[config.mk]
export PLATFORM = sky130hd
export DESIGN_NAME = nic_rx_dma_ctrl
export DESIGN_NICKNAME = d
export VERILOG_FILES = /design/src/rtl/nic_rx_dma_ctrl_pkg.sv /design/src/rtl/nic_rx_dma_ctrl_port_prio_mux.sv /design/src/rtl/nic_rx_dma_ctrl.sv
export SDC_FILE = /design/constraint.sdc
export NUM_CORES = 1
export LEC_CHECK = 0
export BUFFER_PORTS_ARGS = -buffer_cell sky130_fd_sc_hd__buf_2
export CAP_MARGIN = 40
export CORE_MARGIN = 1
export CORE_UTILIZATION = 35
export DETAILED_ROUTE_END_ITERATION = 7
export GPL_ROUTABILITY_DRIVEN = 0
export PLACE_DENSITY = 0.66
export RECOVER_POWER = 25
export SYNTH_ARGS = -nofsm -noshare
export SYNTH_HDL_FRONTEND = slang
export SYNTH_HIERARCHICAL = 1
export SYNTH_SLANG_ARGS = --single-unit
[constraint.sdc]
create_clock -name clk -period 2.05 [get_ports clk]
set_input_delay 0.1025 -clock clk [delete_from_list [all_inputs] [get_ports clk]]
set_output_delay 0.1025 -clock clk [all_outputs]
set_load 0.01 [all_outputs]
[src/rtl/nic_rx_dma_ctrl_pkg.sv]
// Shared definitions for the NIC receive DMA sequencer.
// FSM encoding, NIC register map and status flag position.
package nic_rx_dma_ctrl_pkg;

  typedef enum logic [2:0] {
    S_IDLE   = 3'd0,
    S_POLL   = 3'd1,
    S_POLL_W = 3'd2,
    S_READ   = 3'd3,
    S_READ_W = 3'd4,
    S_WRITE  = 3'd5,
    S_FIN    = 3'd6
  } state_e;

  localparam logic [1:0] NIC_IN_BUF  = 2'b00;
  localparam logic [1:0] NIC_IN_STAT = 2'b01;

  localparam int STAT_BIT = 63;

endpackage

[src/rtl/nic_rx_dma_ctrl_port_prio_mux.sv]
// Two-master port mux: the core always wins, the DMA gets the
// port only in cycles the core leaves free; idle port drives zeros.
module port_prio_mux #(
  parameter int W = 1
) (
  input  logic         core_req_i,
  input  logic [W-1:0] core_bus_i,
  input  logic         dma_req_i,
  input  logic [W-1:0] dma_bus_i,
  output logic [W-1:0] bus_o,
  output logic         dma_gnt_o
);

  always_comb begin
    bus_o = '0;
    if (core_req_i) begin
      bus_o = core_bus_i;
    end else if (dma_req_i) begin
      bus_o = dma_bus_i;
    end
  end

  assign dma_gnt_o = ~core_req_i;

endmodule

[src/rtl/nic_rx_dma_ctrl.sv]
// Receive DMA: polls NIC status, drains packets from the input
// buffer and stores them to data memory at an incrementing address.
module nic_rx_dma_ctrl #(
  parameter int ADDR_W = 32,
  parameter int DATA_W = 64,
  parameter int LEN_W  = 8
) (
  input  logic              clk,
  input  logic              reset,
  input  logic              cfg_start,
  input  logic [0:ADDR_W-1] cfg_base,
  input  logic [0:LEN_W-1]  cfg_len,
  input  logic              p_memEn,
  input  logic              p_memWrEn,
  input  logic [0:ADDR_W-1] p_addr,
  input  logic [0:DATA_W-1] p_d_out,
  input  logic              p_nicEn,
  input  logic              p_nicWrEn,
  output logic              memEn,
  output logic              memWrEn,
  output logic [0:ADDR_W-1] addr_out,
  output logic [0:DATA_W-1] d_out,
  output logic              nicEn,
  output logic              nicWrEn,
  output logic [0:1]        addr_nic,
  input  logic [0:DATA_W-1] dout_nic,
  output logic              busy,
  output logic              done,
  output logic [0:LEN_W-1]  rx_count
);
  import nic_rx_dma_ctrl_pkg::*;

  localparam int MW = 2 + ADDR_W + DATA_W;

  state_e state_q, state_d;
  logic [ADDR_W-1:0] ptr_q, ptr_d;
  logic [LEN_W-1:0]  rem_q, rem_d;
  logic [LEN_W-1:0]  cnt_q, cnt_d;
  logic [DATA_W-1:0] data_q, data_d;

  logic       dma_mem_req;
  logic       dma_nic_req;
  logic [1:0] dma_nic_addr;
  logic       mem_gnt;
  logic       nic_gnt;
  logic [MW-1:0] mem_bus;
  logic [3:0]    nic_bus;

  always_ff @(posedge clk) begin
    if (reset) begin
      state_q <= S_IDLE;
      ptr_q   <= '0;
      rem_q   <= '0;
      cnt_q   <= '0;
      data_q  <= '0;
    end else begin
      state_q <= state_d;
      ptr_q   <= ptr_d;
      rem_q   <= rem_d;
      cnt_q   <= cnt_d;
      data_q  <= data_d;
    end
  end

  always_comb begin
    state_d      = state_q;
    ptr_d        = ptr_q;
    rem_d        = rem_q;
    cnt_d        = cnt_q;
    data_d       = data_q;
    dma_mem_req  = 1'b0;
    dma_nic_req  = 1'b0;
    dma_nic_addr = NIC_IN_BUF;
    unique case (state_q)
      S_IDLE: begin
        if (cfg_start) begin
          ptr_d   = cfg_base;
          rem_d   = cfg_len;
          cnt_d   = '0;
          state_d = (cfg_len == '0) ? S_FIN : S_POLL;
        end
      end
      S_POLL: begin
        dma_nic_req  = 1'b1;
        dma_nic_addr = NIC_IN_STAT;
        if (nic_gnt) state_d = S_POLL_W;
      end
      S_POLL_W: begin
        state_d = dout_nic[STAT_BIT] ? S_READ : S_POLL;
      end
      S_READ: begin
        dma_nic_req  = 1'b1;
        dma_nic_addr = NIC_IN_BUF;
        if (nic_gnt) state_d = S_READ_W;
      end
      S_READ_W: begin
        data_d  = dout_nic;
        state_d = S_WRITE;
      end
      S_WRITE: begin
        dma_mem_req = 1'b1;
        if (mem_gnt) begin
          ptr_d   = ptr_q + ADDR_W'(1);
          rem_d   = rem_q - LEN_W'(1);
          cnt_d   = cnt_q + LEN_W'(1);
          state_d = (rem_q == LEN_W'(1)) ? S_FIN : S_POLL;
        end
      end
      S_FIN: begin
        state_d = S_IDLE;
      end
      default: begin
        state_d = S_IDLE;
      end
    endcase
  end

  port_prio_mux #(.W(MW)) u_mem_mux (
    .core_req_i (p_memEn),
    .core_bus_i ({p_memEn, p_memWrEn, p_addr, p_d_out}),
    .dma_req_i  (dma_mem_req),
    .dma_bus_i  ({dma_mem_req, dma_mem_req, ptr_q, data_q}),
    .bus_o      (mem_bus),
    .dma_gnt_o  (mem_gnt)
  );

  // Core NIC register select comes from the two low address bits.
  port_prio_mux #(.W(4)) u_nic_mux (
    .core_req_i (p_nicEn),
    .core_bus_i ({p_nicEn, p_nicWrEn, p_addr[ADDR_W-2:ADDR_W-1]}),
    .dma_req_i  (dma_nic_req),
    .dma_bus_i  ({dma_nic_req, 1'b0, dma_nic_addr}),
    .bus_o      (nic_bus),
    .dma_gnt_o  (nic_gnt)
  );

  assign {memEn, memWrEn, addr_out, d_out} = mem_bus;
  assign {nicEn, nicWrEn, addr_nic}        = nic_bus;

  assign busy     = (state_q != S_IDLE);
  assign done     = (state_q == S_FIN);
  assign rx_count = cnt_q;

endmodule
# After elaboration in Yosys (flattened, before gate mapping)
# Index checks and enable logic that the tools add are counted.
# W data, S select, Z words.
op_classes:
  addsub: 3
  n_eq_ne: 11
  muxes: 24
  reduce_logical: 7
ops:
  columns: ["op", "n"]
  rows:
  - ["$mux W98", 2]
  - ["$mux W32", 2]
  - ["$pmux W32 S2", 1]
  - ["$add A32 B1 Y32 const B", 1]
  - ["$mux W8", 4]
  - ["$pmux W8 S2", 2]
  - ["$mux W3", 6]
  - ["$pmux W3 S6", 1]
  - ["$eq A3 B3 Y1 const B", 3]
  - ["$add A8 B1 Y8 const B", 1]
  - ["$eq A8 B1 Y1 const B", 1]
  - ["$logic_not A8 Y1", 1]
  - ["$mux W4", 2]
  - ["$ne A2 B2 Y1 const B", 4]
  - ["$sub A8 B1 Y8 const B", 1]
  - ["$eq A3 B2 Y1 const B", 2]
  - ["$reduce_and A4 Y1", 1]
  - ["$eq A3 B1 Y1 const B", 1]
  - ["$logic_not A3 Y1", 1]
  - ["$mux W1", 3]
  - ["$reduce_and A3 Y1", 1]
  - ["$reduce_bool A3 Y1", 1]
  - ["$mux W2", 1]
  - ["$reduce_bool A2 Y1", 1]
  - ["$reduce_or A2 Y1", 1]
word_totals:
  reg_bits: 115
  input_bits: 207
  out_inout_bits: 112
  word_cells: 50

# Longest topological paths before layout
depth:
  ltp_word: 5
  depth_mapped: 10
  depth_no_buf: 7

# By module
# Netlist, hierarchy kept.
modules_own_cells:
  columns: ["mod", "n_inst", "cells_per_inst", "area_each_um2", "seq_area_each_um2"]
  rows:
  - ["nic_rx_dma_ctrl", 1, 699, 5316.3, 2302.2]
  - ["port_prio_mux at u_mem_mux", 1, 126, 1029.7, 0.0]
  - ["port_prio_mux at u_nic_mux", 1, 10, 55.1, 0.0]

# Worst setup path before layout
# Ideal clock, no wire load.
synth_timing:
  kind: "register -> output"
  from: "register state_q[0]"
  to: "output port addr_out[10] in the netlist's numbering"
  arrival_ns: 2.022
  t_required_ns: 1.947
  slack_ns: -0.075
  path_stages_with_launch: 10
  n_path_buf: 5
  cell_sequence: "dfxtp_1 -> nand3b_1 -> inv_1 -> clkbuf_1 -> clkbuf_1 -> nor2b_4 -> buf_6 -> buf_6 -> buf_6 -> a22o_1"
synth_via:
  elab_chain_len: 4
synth_rtl:
  columns: ["element", "line_no", "text"]
  rows:
  - ["start: declaration", "nic_rx_dma_ctrl.sv:35", "state_e state_q, state_d;"]
  - ["start signal: assignment", "nic_rx_dma_ctrl.sv:57", "state_q <= state_d;"]
  - ["$eq A3 B3 Y1", "nic_rx_dma_ctrl.sv:74", "unique case (state_q)"]
  - ["$mux W1", "nic_rx_dma_ctrl.sv:74", null]
  - ["via dma_mem_req", "nic_rx_dma_ctrl.sv:41", "logic dma_mem_req;"]
  - ["$mux W98", "nic_rx_dma_ctrl_port_prio_mux.sv:18", "end else if (dma_req_i) begin"]
  - ["$mux W98", "nic_rx_dma_ctrl_port_prio_mux.sv:16", "if (core_req_i) begin"]
  - ["end: declaration", "nic_rx_dma_ctrl.sv:21", "output logic [0:ADDR_W-1] addr_out,"]
# The timed path passes the listed nets, and every way through them passes these cells.

# Worst setup path in the final report
layout_timing:
  from: "register ptr_q[1]"
  to: "register ptr_q[27]"
layout_via:
  elab_chain_len: 3
layout_rtl:
  columns: ["element", "line_no", "text"]
  rows:
  - ["start: declaration", "nic_rx_dma_ctrl.sv:36", "logic [ADDR_W-1:0] ptr_q, ptr_d;"]
  - ["start signal: assignment", "nic_rx_dma_ctrl.sv:58", "ptr_q <= ptr_d;"]
  - ["$add A32 B1 Y32", "nic_rx_dma_ctrl.sv:103", "ptr_d = ptr_q + ADDR_W'(1);"]
  - ["$mux W32", "nic_rx_dma_ctrl.sv:102", "if (mem_gnt) begin"]
  - ["$pmux W32 S2", "nic_rx_dma_ctrl.sv:74", null]
# No other way between the ends. The select of a mux whose other input is x is not followed.
# A chain may end at the register's enable or synchronous reset.

==> impl_metrics.toml <==
[layout]
design_area_um2 = 9950
layout_common_cells = "buf_2 (304), nand2_1 (180), dfxtp_1 (109)"
final_layout_size_suffix_gt1_share_pct = 33.7
fillers = 1685
final_common_cell = "buf_2"
nets = 1452
fin_util_pct = 55.4
syn2layout_area_growth_pct = 55.4

[timing]
tightest_slew_ps = 703
slew_headroom_pct = 53.1
final_hold_viol_count = 0
setup_viol = 0
maxSlewViolCount = 0
fin_tns_setup_ps = 0
skew_ps = 8.87
fin_crit_ps = 1960
period_share_pct = 95.5
fmax_mhz = 511
worst_slack_ps = 91.5
rsz0062_at_grt = "false"

[floorplanning]
io_pins = 319
die_h_um = 137
die_w_um = 137
initial_core_util_pct = 35.6
fp-row-count = 49
core_um2 = 18000
dieArea_um2 = 18800

[job]
drv_cap = 0

[setup_path]
end_kind = "register"
critical_path_class = "register to register"
cp_max_fo = 6
worstPathRequired_ps = 2380
arrival_ps = 2290
rr_worst_depth = 5
setup.worst_path.start_class = "register"

[synthesis]
netlist_instances = 835
yosysWarnings = 6
synth_cell_types = 65
avgSynthCellArea_um2 = 7.67
ys_seq_area_share_pct = 36.0
yosys.area.top_type_share_pct = 36.0
synth_area_um2 = 6400
ys_ff_latch = 115
post-synth-top-area-cell = "dfxtp_1"
synth_flop_cell = "dfxtp_1"
ys_async_sr_fraction_pct = 0
synth_edf_count = 0
synth_area_leaders = "dfxtp_1 (36%), a22o_1 (14%), nand2_1 (11%)"

[grt]
antenna_found_initial = 1
overflow = 0
grt_pass1_vias = 6943
grt_use_total_pct = 25.0
grt_max_degree = 71
grt_pass1_wl_um = 36100

[route]
route.detailed.drc = 0
detail-route-antenna-nets = 0
vias = 7960
routedWlPerCell_um = 16.7
drt-initial-drc-count = 571
vias_per_cell = 5.36
first_pass_iters = 6
drt_wl_total_um = 24900

[pwr]
vdd_drop_max_mv = 0.538
power.density_nw_per_um2 = 780
power_leakage_nw = 4.27
p_total_mw = 7.76

[clocking]
cts_buffer_depth = 2
cts_buffers = 17
cts.sinks = 115
clk_pin_slew_ps = 60
cts_tree = "done"
clk_latency_ps = 410
cts_root_buf = "clkbuf_16"
ctsHtreeMaxLevel = 4

[placement]
place_ws_ps = 55.3
portBuffers = 318
dpl_cell_area_um2 = 8450
hpwl_um = 16700

[min_path]
holdPathStages = 3
min_path_type = "primary input to register"

[run_status]
status = "completed"
==> power breakdown <==
part,leakage [nW],total [mW],internal [mW],switching [mW]
sequential,0.936,2.61,2.43,0.177
clock,0.302,3.18,2.05,1.13
combinational,3.04,1.96,0.920,1.04
total,4.27,7.76,5.41,2.35
==> layer usage <==
| metal | vias to the layer above | wire (µm) | track usage, % |
|---|---|---|---|
| li1 | 3880 | - | - |
| met1 | 3711 | 10800 | 33.6 |
| met2 | 330 | 11900 | 40.2 |
| met3 | 39 | 1700 | 4.97 |
| met4 | 0 | 461 | 7.88 |
| met5 | - | 0 | 0 |
==> cells by family (layout without fill, tap and decap cells) <==
logic type               count (synthesis)  in the layout  synth area share [%]
AO/OA/AOI/OAI                          295            295                  32.4
buffers and inverters                   82            500                  5.81
other                                    1              4                0.0586
adder cells (fa/ha/maj)                  4              4                 0.782
XOR/XNOR                                 6              6                 0.821
flip-flops                             115            115                  36.0
AND/OR/NAND/NOR                        327            327                  23.4
multiplexers                             5              5                 0.782
==> Yosys cell counts (3+ instances only) <==
library cell and count:
nand3b_1 3, inv_1 11, a21oi_1 93, a31oi_1 7
nor3b_1 4, and4_1 4, a32oi_1 3, a22oi_1 7
nor3_1 10, xor2_1 5, nor4_1 14, a221oi_1 4
nand4_1 6, clkbuf_1 48, nand2_1 181, ha_1 4
a22o_1 100, dfxtp_1 115, buf_6 6, a21o_1 3
o221ai_1 3, mux2i_1 5, o21a_1 5, o22ai_1 3
a211oi_1 8, and3_1 7, a2bb2oi_1 4, buf_2 15
nor2_1 48, or3_1 6, nand3_1 26, a311oi_1 5
nor2b_1 3, o21ai_0 24, a31o_2 3, o31ai_1 4
o211ai_1 3
==> worst max-delay path: stages (launching register included) <==
cell and delay [ps]:
dfxtp_2 360, nand4_1 130, or2_4 270, or4_4 530
or4_1 430, a31oi_1 160
==> final timing paths <==
kind,from,endpoint,slack (ps)
max,ptr_q[1],ptr_q[27],90
min,cfg_base[3],ptr_q[28],30
max reg2reg,ptr_q[1],ptr_q[27],90
min reg2reg,data_q[2],data_q[2],460
==> state kept, by name, summed over array words and instances (netlist names) <==
register / cells
ptr_q: 32
state_q: 3
rem_q: 8
data_q: 64
rx_count: 8
==> cell type report <==
cell class	instances	area [µm²]	share of cell area, %
Multi-Input combinational cell	639	3750	37.7
Timing Repair Buffer	456	2920	29.3
Sequential cell	115	2310	23.2
Clock buffer	18	429	4.31
Tap cell	229	287	2.88
Clock inverter	14	201	2.02
Inverter	12	45.0	0.453
Antenna cell	2	5.00	0.0503
==> stage by stage <==
step | hold slack (ps) | std cells
final | 29.4 | 1485
after global placement | 342 | 1368
after detailed placement | 348 | 1369
after floorplan | 238 | 836
after CTS | 8.48 | 1482
after global routing | 16.4 | 1484
==> what timing repair did <==
action,CTS,global route
cloned,2,0
hold buffers,74,0
endpoints found under the hold margin,74,0
resized for setup,5,12
endpoints found under the setup margin,96,62
pin swaps,1,1
setup buffers,5,1
Power figures use the tool's default switching activity.
